===== src/rtl/multicycle_control_fsm_if.sv =====
// Control bundle between the multi-cycle RV32I main controller (master) and its datapath (slave).
interface multicycle_control_fsm_if;
  logic [6:0] opcode;
  logic       bcond;
  logic       halt_cond;
  logic       pc_write;
  logic       mem_read;
  logic       mem_write;
  logic       ir_write;
  logic       reg_write;
  logic       i_or_d;
  logic       pc_source;
  logic [1:0] alu_src_a;
  logic [1:0] alu_src_b;
  logic [1:0] ALUOp;
  logic [1:0] wb_sel;
  logic       is_ecall;
  logic       halted;
  logic       instr_done;
  logic [3:0] state;

  modport master (
    input  opcode, bcond, halt_cond,
    output pc_write, mem_read, mem_write, ir_write, reg_write, i_or_d, pc_source,
           alu_src_a, alu_src_b, ALUOp, wb_sel, is_ecall, halted, instr_done, state
  );

  modport slave (
    output opcode, bcond, halt_cond,
    input  pc_write, mem_read, mem_write, ir_write, reg_write, i_or_d, pc_source,
           alu_src_a, alu_src_b, ALUOp, wb_sel, is_ecall, halted, instr_done, state
  );
endinterface


===== src/rtl/multicycle_control_fsm.sv =====
// Multi-cycle RV32I main control FSM. Optional build macro BRANCH_TARGET_PRECOMPUTE_EN
// computes the branch target in ID so a taken branch retires from EX_BR.
//
// state   | meaning
// IF      | fetch, IR <- mem[PC], PC <- PC+4
// ID      | decode / dispatch on opcode
// EX_ALU  | R/I-type execute
// EX_ADDR | load/store address
// EX_BR   | branch compare
// BR_TGT  | taken branch, PC <- old_pc+imm
// EX_JAL  | JAL jump + link
// EX_JALR | JALR jump + link
// MEM_LD  | load memory read
// MEM_ST  | store memory write
// WB_LD   | load write-back
// WB_ALU  | ALU write-back
// HALT    | absorbing halt
module multicycle_control_fsm (
  input  logic clk,
  input  logic reset,
  multicycle_control_fsm_if.master ctrl
);

  localparam logic [6:0] OP_R      = 7'b0110011;
  localparam logic [6:0] OP_I      = 7'b0010011;
  localparam logic [6:0] OP_LOAD   = 7'b0000011;
  localparam logic [6:0] OP_STORE  = 7'b0100011;
  localparam logic [6:0] OP_BRANCH = 7'b1100011;
  localparam logic [6:0] OP_JAL    = 7'b1101111;
  localparam logic [6:0] OP_JALR   = 7'b1100111;
  localparam logic [6:0] OP_SYSTEM = 7'b1110011;

  typedef enum logic [3:0] {
    S_IF      = 4'd0,
    S_ID      = 4'd1,
    S_EX_ALU  = 4'd2,
    S_EX_ADDR = 4'd3,
    S_EX_BR   = 4'd4,
    S_BR_TGT  = 4'd5,
    S_EX_JAL  = 4'd6,
    S_EX_JALR = 4'd7,
    S_MEM_LD  = 4'd8,
    S_MEM_ST  = 4'd9,
    S_WB_LD   = 4'd10,
    S_WB_ALU  = 4'd11,
    S_HALT    = 4'd12
  } state_t;

  state_t state_q;
  logic   id_retires;

  // ECALL without halt and unknown opcodes finish in ID
  always_comb begin
    id_retires = 1'b0;
    case (ctrl.opcode)
      OP_R, OP_I, OP_LOAD, OP_STORE, OP_BRANCH, OP_JAL, OP_JALR: id_retires = 1'b0;
      OP_SYSTEM: id_retires = ~ctrl.halt_cond;
      default:   id_retires = 1'b1;
    endcase
  end

  always_ff @(posedge clk) begin
    if (reset) begin
      state_q <= S_IF;
    end else begin
      case (state_q)
        S_IF: state_q <= S_ID;
        S_ID: begin
          case (ctrl.opcode)
            OP_R, OP_I:         state_q <= S_EX_ALU;
            OP_LOAD, OP_STORE:  state_q <= S_EX_ADDR;
            OP_BRANCH:          state_q <= S_EX_BR;
            OP_JAL:             state_q <= S_EX_JAL;
            OP_JALR:            state_q <= S_EX_JALR;
            OP_SYSTEM:          state_q <= ctrl.halt_cond ? S_HALT : S_IF;
            default:            state_q <= S_IF;
          endcase
        end
        S_EX_ALU:  state_q <= S_WB_ALU;
        S_EX_ADDR: state_q <= (ctrl.opcode == OP_LOAD) ? S_MEM_LD : S_MEM_ST;
        S_MEM_LD:  state_q <= S_WB_LD;
`ifdef BRANCH_TARGET_PRECOMPUTE_EN
        S_EX_BR:   state_q <= S_IF;
`else
        S_EX_BR:   state_q <= ctrl.bcond ? S_BR_TGT : S_IF;
`endif
        S_HALT:    state_q <= S_HALT;
        default:   state_q <= S_IF;
      endcase
    end
  end

  // Moore decode of state; reset masks every output in the same cycle
  always_comb begin
    ctrl.pc_write   = 1'b0;
    ctrl.mem_read   = 1'b0;
    ctrl.mem_write  = 1'b0;
    ctrl.ir_write   = 1'b0;
    ctrl.reg_write  = 1'b0;
    ctrl.i_or_d     = 1'b0;
    ctrl.pc_source  = 1'b0;
    ctrl.alu_src_a  = 2'b00;
    ctrl.alu_src_b  = 2'b00;
    ctrl.ALUOp      = 2'b00;
    ctrl.wb_sel     = 2'b00;
    ctrl.is_ecall   = 1'b0;
    ctrl.halted     = 1'b0;
    ctrl.instr_done = 1'b0;
    ctrl.state      = 4'd0;
    if (!reset) begin
      ctrl.state = state_q;
      case (state_q)
        S_IF: begin
          ctrl.mem_read  = 1'b1;
          ctrl.ir_write  = 1'b1;
          ctrl.pc_write  = 1'b1;
          ctrl.alu_src_b = 2'b01;
        end
        S_ID: begin
          ctrl.is_ecall   = (ctrl.opcode == OP_SYSTEM);
          ctrl.instr_done = id_retires;
`ifdef BRANCH_TARGET_PRECOMPUTE_EN
          ctrl.alu_src_a  = 2'b10;
          ctrl.alu_src_b  = 2'b10;
`endif
        end
        S_EX_ALU: begin
          ctrl.alu_src_a = 2'b01;
          ctrl.alu_src_b = (ctrl.opcode == OP_R) ? 2'b00 : 2'b10;
          ctrl.ALUOp     = 2'b10;
        end
        S_WB_ALU: begin
          ctrl.reg_write  = 1'b1;
          ctrl.instr_done = 1'b1;
        end
        S_EX_ADDR: begin
          ctrl.alu_src_a = 2'b01;
          ctrl.alu_src_b = 2'b10;
        end
        S_MEM_LD: begin
          ctrl.mem_read = 1'b1;
          ctrl.i_or_d   = 1'b1;
        end
        S_WB_LD: begin
          ctrl.reg_write  = 1'b1;
          ctrl.wb_sel     = 2'b01;
          ctrl.instr_done = 1'b1;
        end
        S_MEM_ST: begin
          ctrl.mem_write  = 1'b1;
          ctrl.i_or_d     = 1'b1;
          ctrl.instr_done = 1'b1;
        end
        S_EX_BR: begin
          ctrl.alu_src_a  = 2'b01;
          ctrl.ALUOp      = 2'b01;
`ifdef BRANCH_TARGET_PRECOMPUTE_EN
          ctrl.pc_write   = ctrl.bcond;
          ctrl.pc_source  = 1'b1;
          ctrl.instr_done = 1'b1;
`else
          ctrl.instr_done = ~ctrl.bcond;
`endif
        end
        S_BR_TGT: begin
          ctrl.alu_src_a  = 2'b10;
          ctrl.alu_src_b  = 2'b10;
          ctrl.pc_write   = 1'b1;
          ctrl.instr_done = 1'b1;
        end
        S_EX_JAL, S_EX_JALR: begin
          ctrl.alu_src_a  = (state_q == S_EX_JAL) ? 2'b10 : 2'b01;
          ctrl.alu_src_b  = 2'b10;
          ctrl.pc_write   = 1'b1;
          ctrl.reg_write  = 1'b1;
          ctrl.wb_sel     = 2'b10;
          ctrl.instr_done = 1'b1;
        end
        S_HALT: ctrl.halted = 1'b1;
        default: ;
      endcase
    end
  end

endmodule


===== src/flat_wrapper.sv =====
// flat-port wrapper written by rule: the top's interface ports become plain ports
module multicycle_control_fsm_flat 
  (clk, reset, ctrl_opcode, ctrl_bcond, ctrl_halt_cond, ctrl_pc_write, ctrl_mem_read, ctrl_mem_write, ctrl_ir_write, ctrl_reg_write, ctrl_i_or_d, ctrl_pc_source, ctrl_alu_src_a, ctrl_alu_src_b, ctrl_ALUOp, ctrl_wb_sel, ctrl_is_ecall, ctrl_halted, ctrl_instr_done, ctrl_state);
  multicycle_control_fsm_if ctrl_i ();
  input  logic clk;
  input  logic reset;
  input wire logic [$bits(ctrl_i.opcode)-1:0] ctrl_opcode;
  input wire logic [$bits(ctrl_i.bcond)-1:0] ctrl_bcond;
  input wire logic [$bits(ctrl_i.halt_cond)-1:0] ctrl_halt_cond;
  output wire logic [$bits(ctrl_i.pc_write)-1:0] ctrl_pc_write;
  output wire logic [$bits(ctrl_i.mem_read)-1:0] ctrl_mem_read;
  output wire logic [$bits(ctrl_i.mem_write)-1:0] ctrl_mem_write;
  output wire logic [$bits(ctrl_i.ir_write)-1:0] ctrl_ir_write;
  output wire logic [$bits(ctrl_i.reg_write)-1:0] ctrl_reg_write;
  output wire logic [$bits(ctrl_i.i_or_d)-1:0] ctrl_i_or_d;
  output wire logic [$bits(ctrl_i.pc_source)-1:0] ctrl_pc_source;
  output wire logic [$bits(ctrl_i.alu_src_a)-1:0] ctrl_alu_src_a;
  output wire logic [$bits(ctrl_i.alu_src_b)-1:0] ctrl_alu_src_b;
  output wire logic [$bits(ctrl_i.ALUOp)-1:0] ctrl_ALUOp;
  output wire logic [$bits(ctrl_i.wb_sel)-1:0] ctrl_wb_sel;
  output wire logic [$bits(ctrl_i.is_ecall)-1:0] ctrl_is_ecall;
  output wire logic [$bits(ctrl_i.halted)-1:0] ctrl_halted;
  output wire logic [$bits(ctrl_i.instr_done)-1:0] ctrl_instr_done;
  output wire logic [$bits(ctrl_i.state)-1:0] ctrl_state;
  assign ctrl_i.opcode = ctrl_opcode;
  assign ctrl_i.bcond = ctrl_bcond;
  assign ctrl_i.halt_cond = ctrl_halt_cond;
  assign ctrl_pc_write = ctrl_i.pc_write;
  assign ctrl_mem_read = ctrl_i.mem_read;
  assign ctrl_mem_write = ctrl_i.mem_write;
  assign ctrl_ir_write = ctrl_i.ir_write;
  assign ctrl_reg_write = ctrl_i.reg_write;
  assign ctrl_i_or_d = ctrl_i.i_or_d;
  assign ctrl_pc_source = ctrl_i.pc_source;
  assign ctrl_alu_src_a = ctrl_i.alu_src_a;
  assign ctrl_alu_src_b = ctrl_i.alu_src_b;
  assign ctrl_ALUOp = ctrl_i.ALUOp;
  assign ctrl_wb_sel = ctrl_i.wb_sel;
  assign ctrl_is_ecall = ctrl_i.is_ecall;
  assign ctrl_halted = ctrl_i.halted;
  assign ctrl_instr_done = ctrl_i.instr_done;
  assign ctrl_state = ctrl_i.state;
  multicycle_control_fsm u_core (.clk(clk), .reset(reset), .ctrl(ctrl_i));
endmodule

===== config.mk =====
export PLATFORM = sky130hd
export DESIGN_NAME = multicycle_control_fsm_flat
export DESIGN_NICKNAME = d
export VERILOG_FILES = /design/src/rtl/multicycle_control_fsm_if.sv /design/src/rtl/multicycle_control_fsm.sv /design/src/flat_wrapper.sv
export SDC_FILE = /design/constraint.sdc
export NUM_CORES = 1
export LEC_CHECK = 0
export BUFFER_PORTS_ARGS = -buffer_cell sky130_fd_sc_hd__buf_2
export CORE_MARGIN = 4
export CORE_UTILIZATION = 26
export CTS_BUF_LIST = sky130_fd_sc_hd__clkbuf_2 sky130_fd_sc_hd__clkbuf_4 sky130_fd_sc_hd__clkbuf_8
export DETAILED_ROUTE_END_ITERATION = 6
export GPL_TIMING_DRIVEN = 0
export SYNTH_ARGS = -nofsm -noshare
export SYNTH_HDL_FRONTEND = slang
export SYNTH_SLANG_ARGS = --single-unit

===== constraint.sdc =====
create_clock -name clk -period 2.2 [get_ports clk]
set_input_delay 0.33 -clock clk [delete_from_list [all_inputs] [get_ports clk]]
set_output_delay 0.33 -clock clk [all_outputs]
set_load 0.01 [all_outputs]

==> flow_summary.toml <==
[status]
status = "complete, no violations"

[clocking]
holdBufCountCts = 0
clockRootBuffer = "clkbuf_4"
clock-sinks = 4
clk-insertion-delay-late_ns = 0.23
cts_buffers = 3
htree_levels = 1
postCtsSetupRepairBufs = 0
cts_tree = "yes"
cts_max_path_buffers = 2
clk_pin_slew_ns = 0.04

[min_path]
holdPathStages = 3
min_to = "u_core.state_q[3]"
hold_path_startpoint = "ctrl_halt_cond"
hold_path_class = "in -> reg"

[timing]
fmax_mhz = 470.1
finalCriticalPeriod_ns = 2.127
final_max_slew_viol_count = 0
fin_tns_setup_ns = 0
worstMarginPinSlew_ns = 0.6405
finClkSkew_ns = 0.005801
fin_crit_sh_pct = 96.70
hold_viol_final = 0
rsz0062_at_grt = "false"
setup_viol = 0
slew_headroom_pct = 56.91
fin_ws_ns = 0.07266

[logic_synthesis]
mappedNetlistArea_um2 = 550.5
avgSynthCellArea_um2 = 6.401
ys_warn_count = 0
yosysUniqueCellTypes = 31
syn_inst = 86
yosys-top-cells-area = "dfxtp_1, nor2_1, a21oi_1, nand2b_1, nor4_1"
yosysSeqAreaShare_pct = 14.55
synth_top_area_share_pct = 14.55
ys_ff_latch = 4
synth_nets = 97
synth_largest_area_cell = "dfxtp_1"

[cells_and_area]
largest_register = "u_core.state_q"
largestRegisters = "u_core.state_q (4)"
final_cells = 146
drive_above_1_share_pct = 35.29
largest_register_ffs = 4
fillerInstances = 219
area_growth_syn_to_layout_pct = 38.86
final_nets = 132
multi_input_area_um2 = 402.9
seqCellArea_um2 = 82.58
diodes = 0

[die]
io_pins = 33
die_w_um = 54.02
die_area_um2 = 2918
core_area_um2 = 1982
start_util_pct = 27.78
row_count = 16
die_height_um = 54.02

[setup_path]
startpoint_type = "register"
worstSetupEndpointType = "output pin"
critical_path.max_fanout = 8
critPathRequiredTime_ns = 1.87
r2r-start = "u_core.state_q[2]"
r2r_slack_ns = 0.67
cp.arrival_ns = 1.80
ff2ff_path_depth = 5
criticalPathCategory = "reg -> out"
r2r_end = "u_core.state_q[3]"

[placed_design]
place_ws_ns = 0.2740
dp_hpwl_um = 1365
io_buffers = 31
globalplace.congestion = 0.7770
dpl.cell_count = 144

[pwr]
power_leakage_uw = 0.0003850
ir_worst_vdd_mv = 0.2325
p_per_area_nw_per_um2 = 396.7

[grt]
grt_usage_pct = 12.40
grt_max_degree = 11
grt_first_pass_wirelength_um = 2663
antenna_found_initial = 0
first_global_vias = 618
grt_overflow = 0

[route]
drtPass1Iterations = 4
via_count = 710
drc_errors = 0
wl_um = 1706
ant_nets = 0
drt-initial-drc-count = 12
wl_per_cell_um = 11.68
routed_via_density = 4.863

[run]
drv_cap = 0
## how the worst max path moves through the flow
| stage | depth (start not counted) | slack (ns) | end | start |
|---|---|---|---|---|
| 2_1_floorplan | 4 | 0.39 | ctrl_instr_done | u_core.state_q[2] |
| 3_3_place_gp | 5 | 0.27 | ctrl_instr_done | u_core.state_q[3] |
| 3_5_place_dp | 5 | 0.27 | ctrl_instr_done | u_core.state_q[3] |
| 4_1_cts | 5 | 0.02 | ctrl_instr_done | u_core.state_q[3] |
| 5_1_grt | 5 | 0.003 | ctrl_instr_done | u_core.state_q[2] |
| 6_report | 5 | 0.07 | ctrl_instr_done | u_core.state_q[2] |
## synthesized netlist by cell type
cell type and number:
nand2b_1 6, a221oi_1 1, buf_4 2, xnor2_1 4
buf_6 1, clkbuf_1 3, nor4_2 1, or3_1 2
a211oi_1 2, or4b_4 1, nand4_1 1, a21oi_1 8
nand3b_1 1, dfxtp_1 4, nor3b_1 1, and3b_1 1
nand3_1 2, nor2_1 11, a41oi_1 1, nor4_1 6
o21ai_0 3, nor3_1 5, nor2b_1 2, and3_1 2
buf_1 2, buf_2 1, o21bai_1 1, inv_1 6
nand2_1 3, conb_1 1, a21o_1 1
## critical path, cell delays in order, from the launching register on
cell     delay [ns]
dfxtp_1        0.30
buf_6          0.13
or4b_4         0.51
or3_4          0.34
a21oi_1        0.14
buf_2          0.14
## layout by cell type, fill, tap and decap left out, types with 3 or more instances in the layout
cell type  netlist  final
o21ai_0          3      3
inv_1            6      6
nand2b_1         6      6
nor4_1           6      6
nor2_1          11     11
nor3_1           5      5
buf_2            1     31
clkbuf_4         0      3
nand2_1          3      3
a21oi_1          8      8
xnor2_1          4      4
clkbuf_1         3      3
## stage by stage
step | hold WS [ns] | total power (uW) | area, um2 | utilization [%]
after floorplan | 0.4781 | 168.2 | 550.5 | -
after global placement | 0.6228 | 212.1 | 739.5 | 37.31
after detailed placement | 0.6342 | 213.2 | 739.5 | 37.31
after CTS | 0.3931 | 307.0 | 762.0 | 38.45
after global routing | 0.4189 | 328.8 | 764.5 | 38.57
final | 0.3971 | 303.3 | 764.5 | 38.57
## cells by family after synthesis
family                    count (synthesis)  synth area share (%)
AOI/OAI and AO/OA                        17                 18.64
xor gates and xnor gates                  4                 6.363
DFF                                       4                 14.55
other                                     1                0.6812
and+or+nand+nor                          45                 46.59
buffers and inverters                    15                 13.18
## where the power goes
group / switching, uW / internal (uW) / leakage, uW
Clock: 27.6 / 60.8 / 0.0000138
Sequential: 7.41 / 78.4 / 0.0000336
Combinational: 73.3 / 55.7 / 0.000338
Total: 108 / 195 / 0.000385
## metal layers
layer | GRT usage [%] | share of wire, % | vias to the layer above
met2 | 21.17 | 48 | 25
met5 | 0 | 0 | -
li1 | - | - | 370
met4 | 4.564 | 0 | 0
met3 | 2.770 | 6.6 | 0
met1 | 15.03 | 45 | 315
## cell type report
cell class	instances	area share, %
well taps	27	4.419
multi-input cells	67	52.70
flip-flops and latches	4	10.80
inverters	6	2.946
repair buffers	31	20.29
plain buffers	8	5.892
clock buffers	3	2.946
## repair_timing
action / 4_1_cts / 5_1_grt
hold endpoints to repair: 0 / 0
gates resized for setup: 0 / 3
endpoints found under the setup margin: 0 / 2
No activity file was read; power rests on OpenSTA's default activity.
